<file path="src/rtl/map_hub_sw.sv">
// Registered mapper-output selector: a programmable map_idx -> slot table picks one
// of NSLOT mapper buses, and slot changes pass through a drain/settle sequencer.
module map_hub_sw #(
    parameter int                NSLOT      = 8,
    parameter int                BW_OUT     = 64,
    parameter int                IDX_W      = 8,
    parameter int                SETTLE_CYC = 4,
    parameter logic [BW_OUT-1:0] SAFE_OUT   = '0,
    localparam int               SW         = (NSLOT > 1) ? $clog2(NSLOT) : 1
) (
    input  logic                    clk,
    input  logic                    rst_n,
    input  logic [IDX_W-1:0]        map_idx,
    input  logic [NSLOT*BW_OUT-1:0] map_in,
    input  logic                    bus_idle,
    input  logic                    tbl_we,
    input  logic [IDX_W-1:0]        tbl_addr,
    input  logic [SW:0]             tbl_data,
    output logic [BW_OUT-1:0]       map_out,
    output logic [SW-1:0]           cur_slot,
    output logic                    busy,
    output logic [7:0]              sw_cnt
);
    localparam int              TBL_N    = 1 << IDX_W;
    localparam int              CW       = (SETTLE_CYC > 0) ? $clog2(SETTLE_CYC + 1) : 1;
    localparam logic [CW-1:0]   CNT_LOAD = (SETTLE_CYC > 0) ? CW'(SETTLE_CYC - 1) : '0;
    localparam logic [SW:0]     NSLOT_V  = (SW + 1)'(NSLOT);

    typedef enum logic [1:0] {ST_RUN = 2'd0, ST_DRAIN = 2'd1, ST_SETTLE = 2'd2} state_t;

    function automatic logic [SW-1:0] clamp_slot(input logic [SW-1:0] s);
        if ({1'b0, s} >= NSLOT_V) return '0;
        else                      return s;
    endfunction

    logic              r_tbl_v [TBL_N];
    logic [SW-1:0]     r_tbl_s [TBL_N];
    logic [SW-1:0]     r_tgt, r_cur, r_pend;
    logic [CW-1:0]     r_cnt;
    state_t            r_state;
    logic              r_busy;
    logic [7:0]        r_sw_cnt;
    logic [BW_OUT-1:0] r_out;

    logic [SW-1:0]     w_lookup;
    logic [BW_OUT-1:0] w_slot_bus [NSLOT];
    state_t            w_nxt_state;
    logic [SW-1:0]     w_nxt_cur, w_nxt_pend;
    logic [CW-1:0]     w_nxt_cnt;
    logic              w_nxt_busy, w_commit;
    logic [7:0]        w_nxt_sw_cnt;
    logic [BW_OUT-1:0] w_nxt_out;

    for (genvar k = 0; k < NSLOT; k++) begin : g_slot
        assign w_slot_bus[k] = map_in[k*BW_OUT +: BW_OUT];
    end

    // Table storage: writes land on the strobe edge, out-of-range slots fold to 0
    always_ff @(posedge clk or negedge rst_n) begin
        if (!rst_n) begin
            for (int i = 0; i < TBL_N; i++) begin
                r_tbl_v[i] <= 1'b0;
                r_tbl_s[i] <= '0;
            end
        end else if (tbl_we) begin
            r_tbl_v[tbl_addr] <= tbl_data[SW];
            r_tbl_s[tbl_addr] <= clamp_slot(tbl_data[SW-1:0]);
        end
    end

    // Lookup forwards a same-cycle write so writes and index changes share one latency
    always_comb begin
        w_lookup = '0;
        if (tbl_we && (tbl_addr == map_idx)) begin
            w_lookup = tbl_data[SW] ? clamp_slot(tbl_data[SW-1:0]) : '0;
        end else if (r_tbl_v[map_idx]) begin
            w_lookup = r_tbl_s[map_idx];
        end else begin
            w_lookup = '0;
        end
    end

    // Switch sequencer next-state logic
    always_comb begin
        w_nxt_state = r_state;
        w_nxt_cur   = r_cur;
        w_nxt_pend  = r_pend;
        w_nxt_cnt   = r_cnt;
        w_nxt_busy  = r_busy;
        w_commit    = 1'b0;
        case (r_state)
            ST_RUN: begin
                if (r_tgt != r_cur) begin
                    w_nxt_state = ST_DRAIN;
                    w_nxt_pend  = r_tgt;
                    w_nxt_busy  = 1'b1;
                end else begin
                    w_nxt_busy  = 1'b0;
                end
            end
            ST_DRAIN: begin
                if (r_tgt == r_cur) begin
                    w_nxt_state = ST_RUN;
                    w_nxt_busy  = 1'b0;
                end else if (bus_idle) begin
                    if (SETTLE_CYC > 0) begin
                        w_nxt_state = ST_SETTLE;
                        w_nxt_cnt   = CNT_LOAD;
                        w_nxt_pend  = r_tgt;
                    end else begin
                        w_commit    = 1'b1;
                        w_nxt_cur   = r_tgt;
                        w_nxt_state = ST_RUN;
                        w_nxt_busy  = 1'b0;
                    end
                end else begin
                    w_nxt_pend  = r_tgt;
                end
            end
            ST_SETTLE: begin
                if (r_tgt == r_cur) begin
                    w_nxt_state = ST_RUN;
                    w_nxt_busy  = 1'b0;
                end else if (r_tgt != r_pend) begin
                    w_nxt_pend  = r_tgt;
                    w_nxt_cnt   = CNT_LOAD;
                end else if (r_cnt == '0) begin
                    w_commit    = 1'b1;
                    w_nxt_cur   = r_pend;
                    w_nxt_state = ST_RUN;
                    w_nxt_busy  = 1'b0;
                end else begin
                    w_nxt_cnt   = r_cnt - CW'(1);
                end
            end
            default: begin
                w_nxt_state = ST_RUN;
                w_nxt_busy  = 1'b0;
            end
        endcase
        w_nxt_sw_cnt = (w_commit && (r_sw_cnt != 8'hFF)) ? (r_sw_cnt + 8'd1) : r_sw_cnt;
        w_nxt_out    = (r_state == ST_RUN) ? w_slot_bus[r_cur] : SAFE_OUT;
    end

    // State, lookup and output registers
    always_ff @(posedge clk or negedge rst_n) begin
        if (!rst_n) begin
            r_state  <= ST_RUN;
            r_tgt    <= '0;
            r_cur    <= '0;
            r_pend   <= '0;
            r_cnt    <= '0;
            r_busy   <= 1'b0;
            r_sw_cnt <= 8'd0;
            r_out    <= SAFE_OUT;
        end else begin
            r_state  <= w_nxt_state;
            r_tgt    <= w_lookup;
            r_cur    <= w_nxt_cur;
            r_pend   <= w_nxt_pend;
            r_cnt    <= w_nxt_cnt;
            r_busy   <= w_nxt_busy;
            r_sw_cnt <= w_nxt_sw_cnt;
            r_out    <= w_nxt_out;
        end
    end

    assign map_out  = r_out;
    assign cur_slot = r_cur;
    assign busy     = r_busy;
    assign sw_cnt   = r_sw_cnt;
endmodule
</file>
<file path="config.mk">
export PLATFORM = sky130hd
export DESIGN_NAME = map_hub_sw
export DESIGN_NICKNAME = d
export VERILOG_FILES = /design/src/rtl/map_hub_sw.sv
export SDC_FILE = /design/constraint.sdc
export NUM_CORES = 2
export LEC_CHECK = 0
export CAP_MARGIN = 20
export CORE_ASPECT_RATIO = 1.5
export CORE_MARGIN = 2
export CORE_UTILIZATION = 58
export DETAILED_ROUTE_END_ITERATION = 6
export DONT_BUFFER_PORTS = 1
export PLACE_DENSITY_LB_ADDON = 0.2
export SYNTH_ARGS = -nofsm -noshare
export SYNTH_HDL_FRONTEND = slang
export SYNTH_SLANG_ARGS = --single-unit
</file>
<file path="constraint.sdc">
create_clock -name clk -period 2 [get_ports clk]
set_input_delay 0.4 -clock clk [delete_from_list [all_inputs] [get_ports clk]]
set_output_delay 0.4 -clock clk [all_outputs]
set_load 0.02 [all_outputs]
</file>
==> impl_metrics.json <==
{
  "outcome": "finished, violations left",
  "final_common_cell": "dfrtp_1",
  "gp_congestion": 1.03,
  "layout_common_cells": "dfrtp_1 (1106), mux2_2 (941), dlygate4sd3_1 (370), mux4_2 (342), nand2_1 (258)",
  "vias": 38500,
  "drt-initial-drc-count": 3943,
  "cts_buffers": 104,
  "cp-end-kind": "register",
  "instances_no_fill": 5810,
  "path_cells": "nand2b_1 > buf_4 > o22ai_1 > or3_1 > o22ai_1 > buf_4 > nor4b_1 > a21oi_4 > o21ai_1",
  "cts_tree": "built",
  "worst-path-buf-inv": 2,
  "cp.required_ns": 2.62,
  "fmax_ghz": 0.397,
  "cts-htree-levels": 3,
  "area_growth_pct": 21.6,
  "syn_area_um2": 54100,
  "ys.warnings.count": 0,
  "cts_root_buf": "clkbuf_16",
  "synth-seq-cells": 1111,
  "async_reset_ff_share_pct": 100,
  "layout-drive-gt1-share_pct": 43.1,
  "synth_cell_types": 66,
  "grt_pass1_vias": 39100,
  "synth.top_cells.by_area": "dfrtp_1 (51%), mux2_2 (20%), mux4_2 (14%)",
  "p_leak_nw": 30.5,
  "drtAntennaViolNets": 0,
  "grt_max_degree": 279,
  "firstDrtPassIters": 5,
  "synth_nets": 4362,
  "hp-class": "input pin to asynchronous set/reset pin",
  "dpl_worst_slack_ns": -1.72,
  "clock-sinks": 1111,
  "drv_cap": 0,
  "start_util_pct": 58.3,
  "die_h_um": 378,
  "routed_wl_mm": 205,
  "relSlewSlack_pct": 16.9,
  "rsz0062_at_grt": "yes",
  "pin_count": 612,
  "finalSetupViolations": 30,
  "fin_skew_ns": 0.0213,
  "irDropWorstVdd_v": 0.00105,
  "stdcell_area_um2": 65700,
  "synthDominantCellAreaShare_pct": 51.4,
  "die_area_um2": 95700,
  "ys.flop_type": "dfrtp_1",
  "wl_per_cell_um": 35.3,
  "slowest_delay_ns": 0.54,
  "power.total_mw": 50.9,
  "synth_largest_area_cell": "dfrtp_1",
  "cpMaxStageDelayCell": "nor4b_1",
  "ctsHoldBuffers": 375,
  "worstMarginPinSlew_ns": 1.25,
  "pwr_density_cell_nw_per_um2": 774,
  "port_buffers": 0,
  "layout_min_cycle_time_ns": 2.52,
  "grt_usage_pct": 43.7,
  "period_share_pct": 126,
  "drc": 0,
  "die_w_um": 253,
  "worstSetupPathType": "input pin to register",
  "dpl.hpwl_mm": 136,
  "critPathLaunchType": "input pin",
  "synth_cells": 3823,
  "vias_per_cell": 6.62,
  "hold_violations": 339,
  "path_clk_slew_ns": 0.06,
  "clk_path_buf_depth": 3,
  "drv_slew": 0,
  "synth_edf_count": 0,
  "placed_cells": 5087,
  "critPathMaxFanout": 278,
  "num_rows": 137,
  "avgSynthCellArea_um2": 14.1,
  "violations": "hold timing, setup timing",
  "finalNetCount": 4889,
  "fill_cells": 6331,
  "yosysSeqAreaShare_pct": 51.4,
  "clk_latency_ns": 0.72,
  "cp.arrival_ns": 3.14,
  "post_dp_cell_area_um2": 57200,
  "antenna_found_initial": 154,
  "coreArea_um2": 92700,
  "grt_pass1_wl_mm": 289,
  "holdWs_ns": -0.595,
  "path_delay_family": "simple AND/OR/NAND/NOR gates",
  "final_core_util_pct": 70.9,
  "overflow": 0,
  "finalWorstSetupSlack_ns": -0.521
}
[worst paths after layout]
kind | slack (ns) | cells after the start | from | end
max | -0.52 | 9 | map_idx[1] | r_tgt[2]
min | -0.59 | 0 | rst_n | r_tbl_s[211]
max reg2reg | -0.31 | 7 | r_tbl_v[96] | r_tgt[2]
min reg2reg | 0.48 | 2 | r_tbl_v[111] | r_tbl_v[111]
max in group asynchronous | 0.28 | 4 | rst_n | r_tbl_v[253]
min in group clk | 0.04 | 2 | tbl_addr[0] | r_tbl_v[212]
[cells by family (layout without fill, tap and decap cells)]
| kind of cell | after synthesis | in the layout | synth area share, % |
|---|---|---|---|
| simple gates | 656 | 656 | 5.26 |
| buf+inv | 291 | 900 | 2.72 |
| other cells | 0 | 127 | 0 |
| mux | 1417 | 1417 | 36.4 |
| compound gates | 324 | 324 | 3.76 |
| fa+ha+maj | 3 | 3 | 0.0694 |
| flops | 1111 | 1111 | 51.4 |
| xor+xnor | 21 | 21 | 0.340 |
[area by class of cell]
type | count | area (um^2) | share of cell area (%)
tap | 1251 | 1570 | 2.38
multi-input combinational | 2421 | 25200 | 38.3
timing repair buffer | 702 | 7290 | 11.1
clock inverter | 45 | 528 | 0.803
sequential | 1111 | 27800 | 42.3
antenna | 127 | 318 | 0.484
inverter | 10 | 38.8 | 0.0590
clock buffer | 143 | 3000 | 4.57
[timing repair]
action | in CTS | in global routing
hold endpoints to repair | 1203 | 339
buffers inserted | 7 | 20
setup endpoints to repair | 540 | 254
pin swaps | 9 | 9
resized for setup | 26 | 59
cloned | 7 | 3
[per-stage QoR]
stage / setup TNS [ns] / hold slack (ns)
after floorplan: -1.56 / 0.104
after global placement: -791.07 / 0.120
after detailed placement: -798.77 / 0.120
after CTS: -1.28 / -0.639
after global routing: -3.50 / -0.617
final: -3.43 / -0.595
[registers in the layout, indices dropped and copies added (netlist names)]
signal / count
sw_cnt: 8
r_tbl_v: 256
busy: 1
r_cnt: 3
cur_slot: 3
r_tgt: 3
r_state: 2
r_tbl_s: 768
r_pend: 3
map_out: 64
[layer usage]
layer  GRT usage [%]  part of all wire [%]  up-vias
li1                -                     -    15400
met1            48.5                    34    20100
met2            65.2                    47     2111
met3            17.9                    10      750
met4            36.6                   9.5       60
met5            1.87                  0.19        -
[power by group]
group | internal (mW) | switching [mW] | leakage [nW]
clock network | 11.8 | 9.01 | 1.73
logic | 2.72 | 2.54 | 13.6
registers | 23.7 | 1.09 | 15.2
[cells in the mapped netlist, types with 16 or more instances]
master       n
a21oi_1     41
buf_2       58
nand3_1     19
mux2i_1     94
nor3_1      24
buf_4       16
nand2_1    258
mux2_1      38
dfrtp_1   1111
xor2_1      16
nor2_1     255
o21ai_0    118
o22ai_1     24
mux2_2     942
a22oi_1     80
clkbuf_1   173
nor2b_1     24
mux4_2     342
Power figures use the tool's default switching activity.
